[config.mk]
export PLATFORM = sky130hd
export DESIGN_NAME = apb_mem_slave
export DESIGN_NICKNAME = d
export VERILOG_FILES = /design/src/rtl/apb_mem_pkg.sv /design/src/rtl/apb_mem_bank.sv /design/src/rtl/apb_mem_slave.sv
export SDC_FILE = /design/constraint.sdc
export NUM_CORES = 2
export LEC_CHECK = 0
export CAP_MARGIN = 40
export CORE_AREA = 2 2 477 479
export DETAILED_ROUTE_END_ITERATION = 6
export DIE_AREA = 0 0 479 481
export RECOVER_POWER = 25
export SYNTH_ARGS = -nofsm -noshare
export SYNTH_HDL_FRONTEND = slang
export SYNTH_SLANG_ARGS = --single-unit
export TNS_END_PERCENT = 1
[constraint.sdc]
create_clock -name clk -period 2.4 [get_ports clk]
set_input_delay 0.24 -clock clk [delete_from_list [all_inputs] [get_ports clk]]
set_output_delay 0.24 -clock clk [all_outputs]
set_load 0.03 [all_outputs]
[src/rtl/apb_mem_pkg.sv]
// Shared types and default parameter values for the APB memory slave.
// The state encoding is common to the slave and any checker that observes it.
package apb_mem_pkg;

    localparam int DEF_DATA_W      = 32;
    localparam int DEF_ADDR_W      = 8;
    localparam int DEF_DEPTH       = 64;
    localparam int DEF_WAIT_CYCLES = 0;

    typedef enum logic [1:0] {
        IDLE = 2'd0,
        WAIT = 2'd1,
        RESP = 2'd2
    } state_t;

endpackage

[src/rtl/apb_mem_bank.sv]
// Byte-strobed word storage with a combinational read port.
// Contents are deliberately not reset so data survives a bus reset.
module apb_mem_bank #(
    parameter int DATA_W = 32,
    parameter int DEPTH  = 64,
    parameter int IDX_W  = 6
) (
    input  logic                  clk,
    input  logic                  we,
    input  logic [IDX_W-1:0]      idx,
    input  logic [DATA_W-1:0]     wdata,
    input  logic [DATA_W/8-1:0]   strb,
    output logic [DATA_W-1:0]     rdata
);

    localparam int LANES = DATA_W / 8;

    logic [DATA_W-1:0] mem_r [DEPTH];

    // Per-lane write: only lanes with their strobe set take new data.
    always_ff @(posedge clk) begin
        if (we) begin
            for (int i = 0; i < LANES; i++) begin
                if (strb[i]) begin
                    mem_r[idx][i*8 +: 8] <= wdata[i*8 +: 8];
                end
            end
        end
    end

    assign rdata = mem_r[idx];

endmodule

[src/rtl/apb_mem_slave.sv]
// APB-style memory slave: FSM with programmable wait states, range checking
// and registered ready/slverr/data_out around a byte-strobed memory bank.
module apb_mem_slave
    import apb_mem_pkg::*;
#(
    parameter int DATA_W      = DEF_DATA_W,
    parameter int ADDR_W      = DEF_ADDR_W,
    parameter int DEPTH       = DEF_DEPTH,
    parameter int WAIT_CYCLES = DEF_WAIT_CYCLES
) (
    input  logic                  clk,
    input  logic                  rst_n,
    input  logic                  sel,
    input  logic                  enable,
    input  logic                  w_en,
    input  logic [ADDR_W-1:0]     add,
    input  logic [DATA_W-1:0]     data_in,
    input  logic [DATA_W/8-1:0]   strb,
    output logic                  ready,
    output logic [DATA_W-1:0]     data_out,
    output logic                  slverr
);

    localparam int          STRB_W    = DATA_W / 8;
    localparam int          LSB       = (STRB_W > 1) ? $clog2(STRB_W) : 0;
    localparam int          IDX_W     = ADDR_W - LSB;
    localparam int          BANK_IW   = (DEPTH > 1) ? $clog2(DEPTH) : 1;
    localparam logic [3:0]  WAIT_LAST = 4'(WAIT_CYCLES);
    localparam logic [31:0] DEPTH_U   = 32'(DEPTH);
    localparam logic        NO_WAIT   = (WAIT_CYCLES == 0);

    state_t              state_r;
    state_t              state_next_s;
    logic [3:0]          cnt_r;
    logic [3:0]          cnt_next_s;
    logic                ready_r;
    logic                slverr_r;
    logic [DATA_W-1:0]   data_out_r;

    logic                access_s;
    logic                xfer_s;
    logic                idx_err_s;
    logic                we_s;
    logic [IDX_W-1:0]    idx_s;
    logic [BANK_IW-1:0]  bank_idx_s;
    logic [DATA_W-1:0]   rdata_s;
    logic                unused_s;

    assign access_s   = sel && enable;
    assign idx_s      = add[ADDR_W-1:LSB];
    assign idx_err_s  = (32'(idx_s) >= DEPTH_U);
    assign bank_idx_s = BANK_IW'(idx_s);
    assign unused_s   = ^{1'b0, add};

    // Next-state and wait counter; dropping sel while waiting aborts the transfer.
    always_comb begin
        state_next_s = state_r;
        cnt_next_s   = cnt_r;
        case (state_r)
            IDLE: begin
                if (access_s) begin
                    if (NO_WAIT) begin
                        state_next_s = RESP;
                    end else begin
                        state_next_s = WAIT;
                        cnt_next_s   = 4'd1;
                    end
                end else begin
                    state_next_s = IDLE;
                end
            end
            WAIT: begin
                if (!sel) begin
                    state_next_s = IDLE;
                    cnt_next_s   = 4'd0;
                end else if (enable) begin
                    if (cnt_r == WAIT_LAST) begin
                        state_next_s = RESP;
                        cnt_next_s   = 4'd0;
                    end else begin
                        cnt_next_s = cnt_r + 4'd1;
                    end
                end else begin
                    state_next_s = WAIT;
                end
            end
            RESP: begin
                state_next_s = IDLE;
                cnt_next_s   = 4'd0;
            end
            default: begin
                state_next_s = IDLE;
                cnt_next_s   = 4'd0;
            end
        endcase
    end

    // The transfer takes effect on the single edge that enters RESP.
    assign xfer_s = (state_next_s == RESP) && (state_r != RESP);
    assign we_s   = xfer_s && w_en && !idx_err_s;

    // State, counter and registered response outputs.
    always_ff @(posedge clk or negedge rst_n) begin
        if (!rst_n) begin
            state_r    <= IDLE;
            cnt_r      <= 4'd0;
            ready_r    <= 1'b0;
            slverr_r   <= 1'b0;
            data_out_r <= {DATA_W{1'b0}};
        end else begin
            state_r  <= state_next_s;
            cnt_r    <= cnt_next_s;
            ready_r  <= xfer_s;
            slverr_r <= xfer_s && idx_err_s;
            if (xfer_s && !w_en && !idx_err_s) begin
                data_out_r <= rdata_s;
            end
        end
    end

    apb_mem_bank #(
        .DATA_W (DATA_W),
        .DEPTH  (DEPTH),
        .IDX_W  (BANK_IW)
    ) u_bank (
        .clk   (clk),
        .we    (we_s),
        .idx   (bank_idx_s),
        .wdata (data_in),
        .strb  (strb),
        .rdata (rdata_s)
    );

    assign ready    = ready_r;
    assign slverr   = slverr_r;
    assign data_out = data_out_r;

endmodule

Word-level counts from Yosys, hierarchy flattened:

Memories as Yosys holds them, arrays and structs flattened. A register that Yosys moved wholly into a read port is not among the register bits.
Cells that the tools add are included.

* RAM bits: 2048
* word-level logic and storage cells: 40
* register bits after elaboration: 7
* memories kept: 1
* bits of input ports: 49
* output and inout bits: 34

* reduce and logical (&&, ||, !) cells: 9
* bitwise operators: 1
* add/sub/neg operators: 1
* muxes and demuxes: 21
* equal/unequal tests: 4

Memories
* u_bank.mem_r: words 64, width 32, read ports 1, clocked after memory_dff 1, wr ports 1, line apb_mem_bank.sv:18 `logic [DATA_W-1:0] mem_r [DEPTH];`

Operator list (number)
* 2-to-1 mux 1 bit: 12
* 2-to-1 mux 4 bit: 3
* 2-to-1 mux 2 bit: 4
* one-hot mux 4 bit (2 select lines): 1
* adder 4 x 1 -> 4 bit, second input constant: 1
* logical AND 1 bit: 4
* logical NOT 4 bit: 1
* one-hot mux 2 bit (2 select lines): 1
* inequality test 3 bit, second input constant: 1
* equality test 2 x 1 -> 1 bit, second input constant: 1
* equality test 2 bit, second input constant: 1
* logical NOT 1 bit: 2
* logical NOT 2 bit: 1
* inequality test 2 bit, second input constant: 1
* AND reduction 2 bit: 1
* inverter 1 bit: 1

Longest topological paths before layout:

* word-level depth: 10
* depth in mapped cells: 12
* gate-level depth less buffers: 8

By module:

A second synthesis with hierarchy kept.

* cell total of the unflattened synthesis: 4722
* area, all modules: 80006.7 um^2

Modules (own cells, without submodules)
* apb_mem_bank: instances 1, cells each 4614, area an instance 78407.7 um^2
* apb_mem_slave: instances 1, cells each 108, area an instance 1599.0 um^2

Worst setup path before layout:

Ideal clock, no wire load.

* path type: flip-flop to flip-flop
* start: reg cnt_r[0]
* end: mem u_bank.mem_r[10][0] (enable)
* required time: 2.030 ns
* data arrival time: 2.155 ns
* cell stages (with the launch flop): 10
* clock period less this slack: 2.525 ns
* slack: -0.125 ns
* path through: dfrtp_1 -> inv_1 -> ha_1 -> nor3b_1 -> o211a_1 -> and2_1 -> clkbuf_1 -> nand2_1 -> clkbuf_1 -> nor2_1

* word-level cells in the longest chain between the ends: 10

RTL lines
* start: declaration: line apb_mem_slave.sv:34 `logic [3:0] cnt_r;`
* start signal: assignment: line apb_mem_slave.sv:112 `cnt_r <= cnt_next_s;`
* logical NOT 4 bit: line apb_mem_slave.sv:77 `if (cnt_r == WAIT_LAST) begin`
* 2-to-1 mux 2 bit: line apb_mem_slave.sv:77
* 2-to-1 mux 2 bit: line apb_mem_slave.sv:76 `end else if (enable) begin`
* 2-to-1 mux 2 bit: line apb_mem_slave.sv:73 `if (!sel) begin`
* one-hot mux 2 bit (2 select lines): line apb_mem_slave.sv:59 `case (state_r)`
* net state_next_s[1]: line apb_mem_slave.sv:33 `state_t state_next_s;`
* equality test 2 bit: line apb_mem_slave.sv:99 `assign xfer_s = (state_next_s == RESP) && (state_r != RESP);`
* logical AND 1 bit: line apb_mem_slave.sv:99
* logical AND 1 bit: line apb_mem_slave.sv:100 `assign we_s = xfer_s && w_en && !idx_err_s;`
* 2-to-1 mux 1 bit: line apb_mem_bank.sv:22 `if (we) begin`
* 2-to-1 mux 1 bit (not written as such): line apb_mem_bank.sv:25 `mem_r[idx][i*8 +: 8] <= wdata[i*8 +: 8];`
* end: declaration: line apb_mem_bank.sv:18

The timed path passes the listed nets, and every way through them passes these cells.

Worst setup path after layout:

* start: reg cnt_r[1]
* end: mem u_bank.mem_r[60][1] (enable)

Same word-level chain as after synthesis.

==> flow_summary.json <==
{
  "synth_nets": 4624,
  "power.density_nw_per_um2": 774,
  "row_count": 175,
  "crit_family": "simple AND/OR/NAND/NOR gates",
  "crit_type": "register to register",
  "die_area_um2": 230000,
  "nFillCells": 19300,
  "most-common-layout-cells": "edfxtp_1 (2048), buf_4 (644), mux2i_1 (348), nor2_1 (321), a221oi_1 (293)",
  "clock_path_buffers": 3,
  "max_slew_margin_pct": -16.9,
  "crit_chain": "inv_2, ha_4, nor3b_4, o211a_4, and2_4, buf_12, nand2_2, buf_12, nor2_1, buf_6",
  "grt_max_degree": 65,
  "setup_slack_ns": -0.0696,
  "grt_pass1_vias": 48500,
  "syn-instance-count": 4573,
  "ant_nets": 0,
  "fin_hold_ws_ns": 0.253,
  "synthFlopType": "edfxtp_1",
  "vias": 49800,
  "dr.pass1.iters": 5,
  "synth_top_family_by_area": "multiplexers",
  "portBuffers": 79,
  "synth_compound_area_share_pct": 8.37,
  "globalRouteOverflowTotal": 0,
  "tritoncts": "built",
  "power_w": 0.0781,
  "cpPeakStageDelay_ns": 0.39,
  "die_h_um": 481,
  "dp_slack_ns": -0.524,
  "cts_sinks": 2087,
  "viasPerCell": 5.71,
  "final-setup-viol-count": 329,
  "path_buf_inv": 4,
  "mostFrequentLayoutCell": "edfxtp_1",
  "drc": 0,
  "ios": 83,
  "synthAdderAreaFrac_pct": 0.0310,
  "start_util_pct": 35.8,
  "crit_path_end_kind": "register",
  "ir_worst_vdd_v": 0.000567,
  "synthArstFlopShare_pct": 1.87,
  "regArea_um2": 62500,
  "grt_usage_pct": 22.4,
  "hold_path.class": "primary input to register",
  "htreeDepth": 4,
  "drt-total-wl_mm": 266,
  "coreArea_um2": 226000,
  "min_period_over_period_pct": 103,
  "fmax_mhz": 405,
  "grt_pass1_wl_mm": 368,
  "critPathRequiredTime_ns": 2.95,
  "rsz0062_at_grt": "yes",
  "yosysSeqAreaShare_pct": 77.3,
  "worst_setup_path_start_kind": "register",
  "crit_top_cell": "buf_12",
  "dp.final_hpwl_mm": 182,
  "multi_input_area_um2": 17300,
  "synthMuxAreaShare_pct": 8.73,
  "cts_root_buf": "clkbuf_16",
  "violations": "capacitance limit, slew limit, setup timing",
  "die_width_um": 479,
  "synthToLayoutAreaGrowth_pct": 24.9,
  "avgSynthCellArea_um2": 17.7,
  "yosysWarnings": 0,
  "grt_antenna_before_repair": 18,
  "tightest_slew_ns": 1.75,
  "cp_max_fo": 40,
  "layout-drive-gt1-share_pct": 28.5,
  "ys_types": 66,
  "slowest_stage": "dfrtp_1",
  "yosys.area_share.xor_xnor_pct": 0,
  "drt_iter0_drc": 7083,
  "drv_slew": 475,
  "ys_seq_elements": 2087,
  "min_period_ns": 2.47,
  "path_clk_slew_ns": 0.07,
  "finClkSkew_ns": 0.0500,
  "p_leak_nw": 33.6,
  "synthSimpleGateAreaFrac_pct": 3.46,
  "cts_buffers": 207,
  "routabilityCongestion": 0.937,
  "syn_area_um2": 80800,
  "arrival_ns": 3.02,
  "nNetsFinal": 5578,
  "finalHoldViolCount": 0,
  "wl_per_cell_um": 30.5,
  "status": "finished, violations left",
  "maxCapViolations": 8,
  "clk_latency_ns": 0.87,
  "synth_edf_count": 2048
}
Yosys cell counts (4+ instances only):
| cell | count | area [um2] |
|---|---|---|
| clkbuf_1 | 124 | 465 |
| and3b_1 | 4 | 35.0 |
| a21oi_1 | 74 | 370 |
| a31oi_1 | 21 | 131 |
| nand4_1 | 11 | 68.8 |
| dfrtp_1 | 39 | 976 |
| nor3_1 | 19 | 95.1 |
| inv_1 | 4 | 15.0 |
| mux2_2 | 85 | 957 |
| a41oi_1 | 7 | 61.3 |
| o211ai_1 | 4 | 30.0 |
| a22o_1 | 24 | 210 |
| o2111ai_1 | 12 | 105 |
| o21a_1 | 6 | 45.0 |
| o21ai_0 | 134 | 671 |
| o22ai_1 | 165 | 1030 |
| mux4_2 | 116 | 2610 |
| o221ai_1 | 9 | 78.8 |
| and3_1 | 12 | 75.1 |
| or3_1 | 5 | 31.3 |
| nand3_1 | 20 | 100 |
| buf_1 | 35 | 131 |
| buf_6 | 16 | 180 |
| a22oi_1 | 108 | 811 |
| buf_2 | 110 | 551 |
| nand2_1 | 141 | 529 |
| a221oi_1 | 293 | 2570 |
| a221o_1 | 13 | 130 |
| and2_1 | 6 | 37.5 |
| buf_4 | 41 | 308 |
| nor2b_1 | 11 | 68.8 |
| mux2i_1 | 348 | 3480 |
| edfxtp_1 | 2048 | 61500 |
| nand2b_1 | 11 | 68.8 |
| a211oi_1 | 10 | 75.1 |
| nor2_1 | 421 | 1580 |
| o32a_1 | 10 | 100 |
| o22a_1 | 10 | 87.6 |
layer usage:
layer | up-vias | track usage (%) | wire [um]
li1 | 20600 | - | -
met1 | 25800 | 30.5 | 105000
met2 | 2851 | 34.1 | 120000
met3 | 515 | 5.18 | 27500
met4 | 18 | 10.3 | 13100
met5 | - | 0 | 165
per-stage QoR:
step | TNS, ns | utilization [%] | area (um2) | cells
floorplan | -239.09 | - | 80800 | 4573
global placement | -594.00 | 41.0 | 92700 | 8278
detailed placement | -573.15 | 41.0 | 92700 | 8278
CTS | -6.80 | 44.3 | 100000 | 8695
global route | -107.31 | 44.7 | 101000 | 8711
finish | -4.17 | 44.7 | 101000 | 8717
where the power goes:
| part | internal, W | switching, W |
|---|---|---|
| Clock | 0.0182 | 0.0139 |
| Combinational | 0.00204 | 0.00350 |
| Sequential | 0.0402 | 0.000267 |
worst paths after layout:
| path | startpoint | endpoint | slack, ns | cells past startpoint |
|---|---|---|---|---|
| setup / recovery | cnt_r[1] | u_bank.mem_r[60][1] | -0.07 | 10 |
| hold / removal | add[4] | data_out[5] | 0.25 | 6 |
| setup reg to reg | cnt_r[1] | u_bank.mem_r[60][1] | -0.07 | 10 |
| hold reg to reg | cnt_r[3] | cnt_r[3] | 0.55 | 1 |
| max in group asynchronous | rst_n | data_out[3] | 0.10 | 4 |
| min in group asynchronous | rst_n | data_out[14] | 0.51 | 3 |
kinds of logic after synthesis:
group,count (synthesis)
multiplexers,549
adder cells (fa/ha/maj),2
AO/OA/AOI/OAI,926
flip-flops,2087
other,1
buffers and inverters,333
AND/OR/NAND/NOR,675
worst register-to-register path: stages (launching register included):
cell     delay [ns]
dfrtp_1        0.39
inv_2          0.07
ha_4           0.13
nor3b_4        0.21
o211a_4        0.26
and2_4         0.18
buf_12         0.17
nand2_2        0.13
buf_12         0.23
nor2_1         0.22
buf_6          0.18
flip-flops by register name, summed over array words and instances (netlist names):
signal	cells
state_r	2
cnt_r	4
u_bank.mem_r	2048
ready	1
data_out	32
repair_timing:
action / 4_1_cts / 5_1_grt
gates cloned: 0 / 13
buffers inserted: 0 / 2
setup endpoints to repair: 2091 / 2066
hold buffers: 34 / 0
pin swaps: 2 / 25
hold endpoints to repair: 1119 / 0
gates resized for setup: 99 / 219
area by class of cell:
cell class | count | area share, %
Multi-Input combinational cell | 2154 | 17.1
Clock buffer | 272 | 5.44
Inverter | 7 | 0.0335
Antenna cell | 7 | 0.0174
Sequential cell | 2087 | 61.9
Clock inverter | 111 | 1.19
Timing Repair Buffer | 1070 | 10.5
Tap cell | 3009 | 3.73
(Power assumes the default switching activity.)
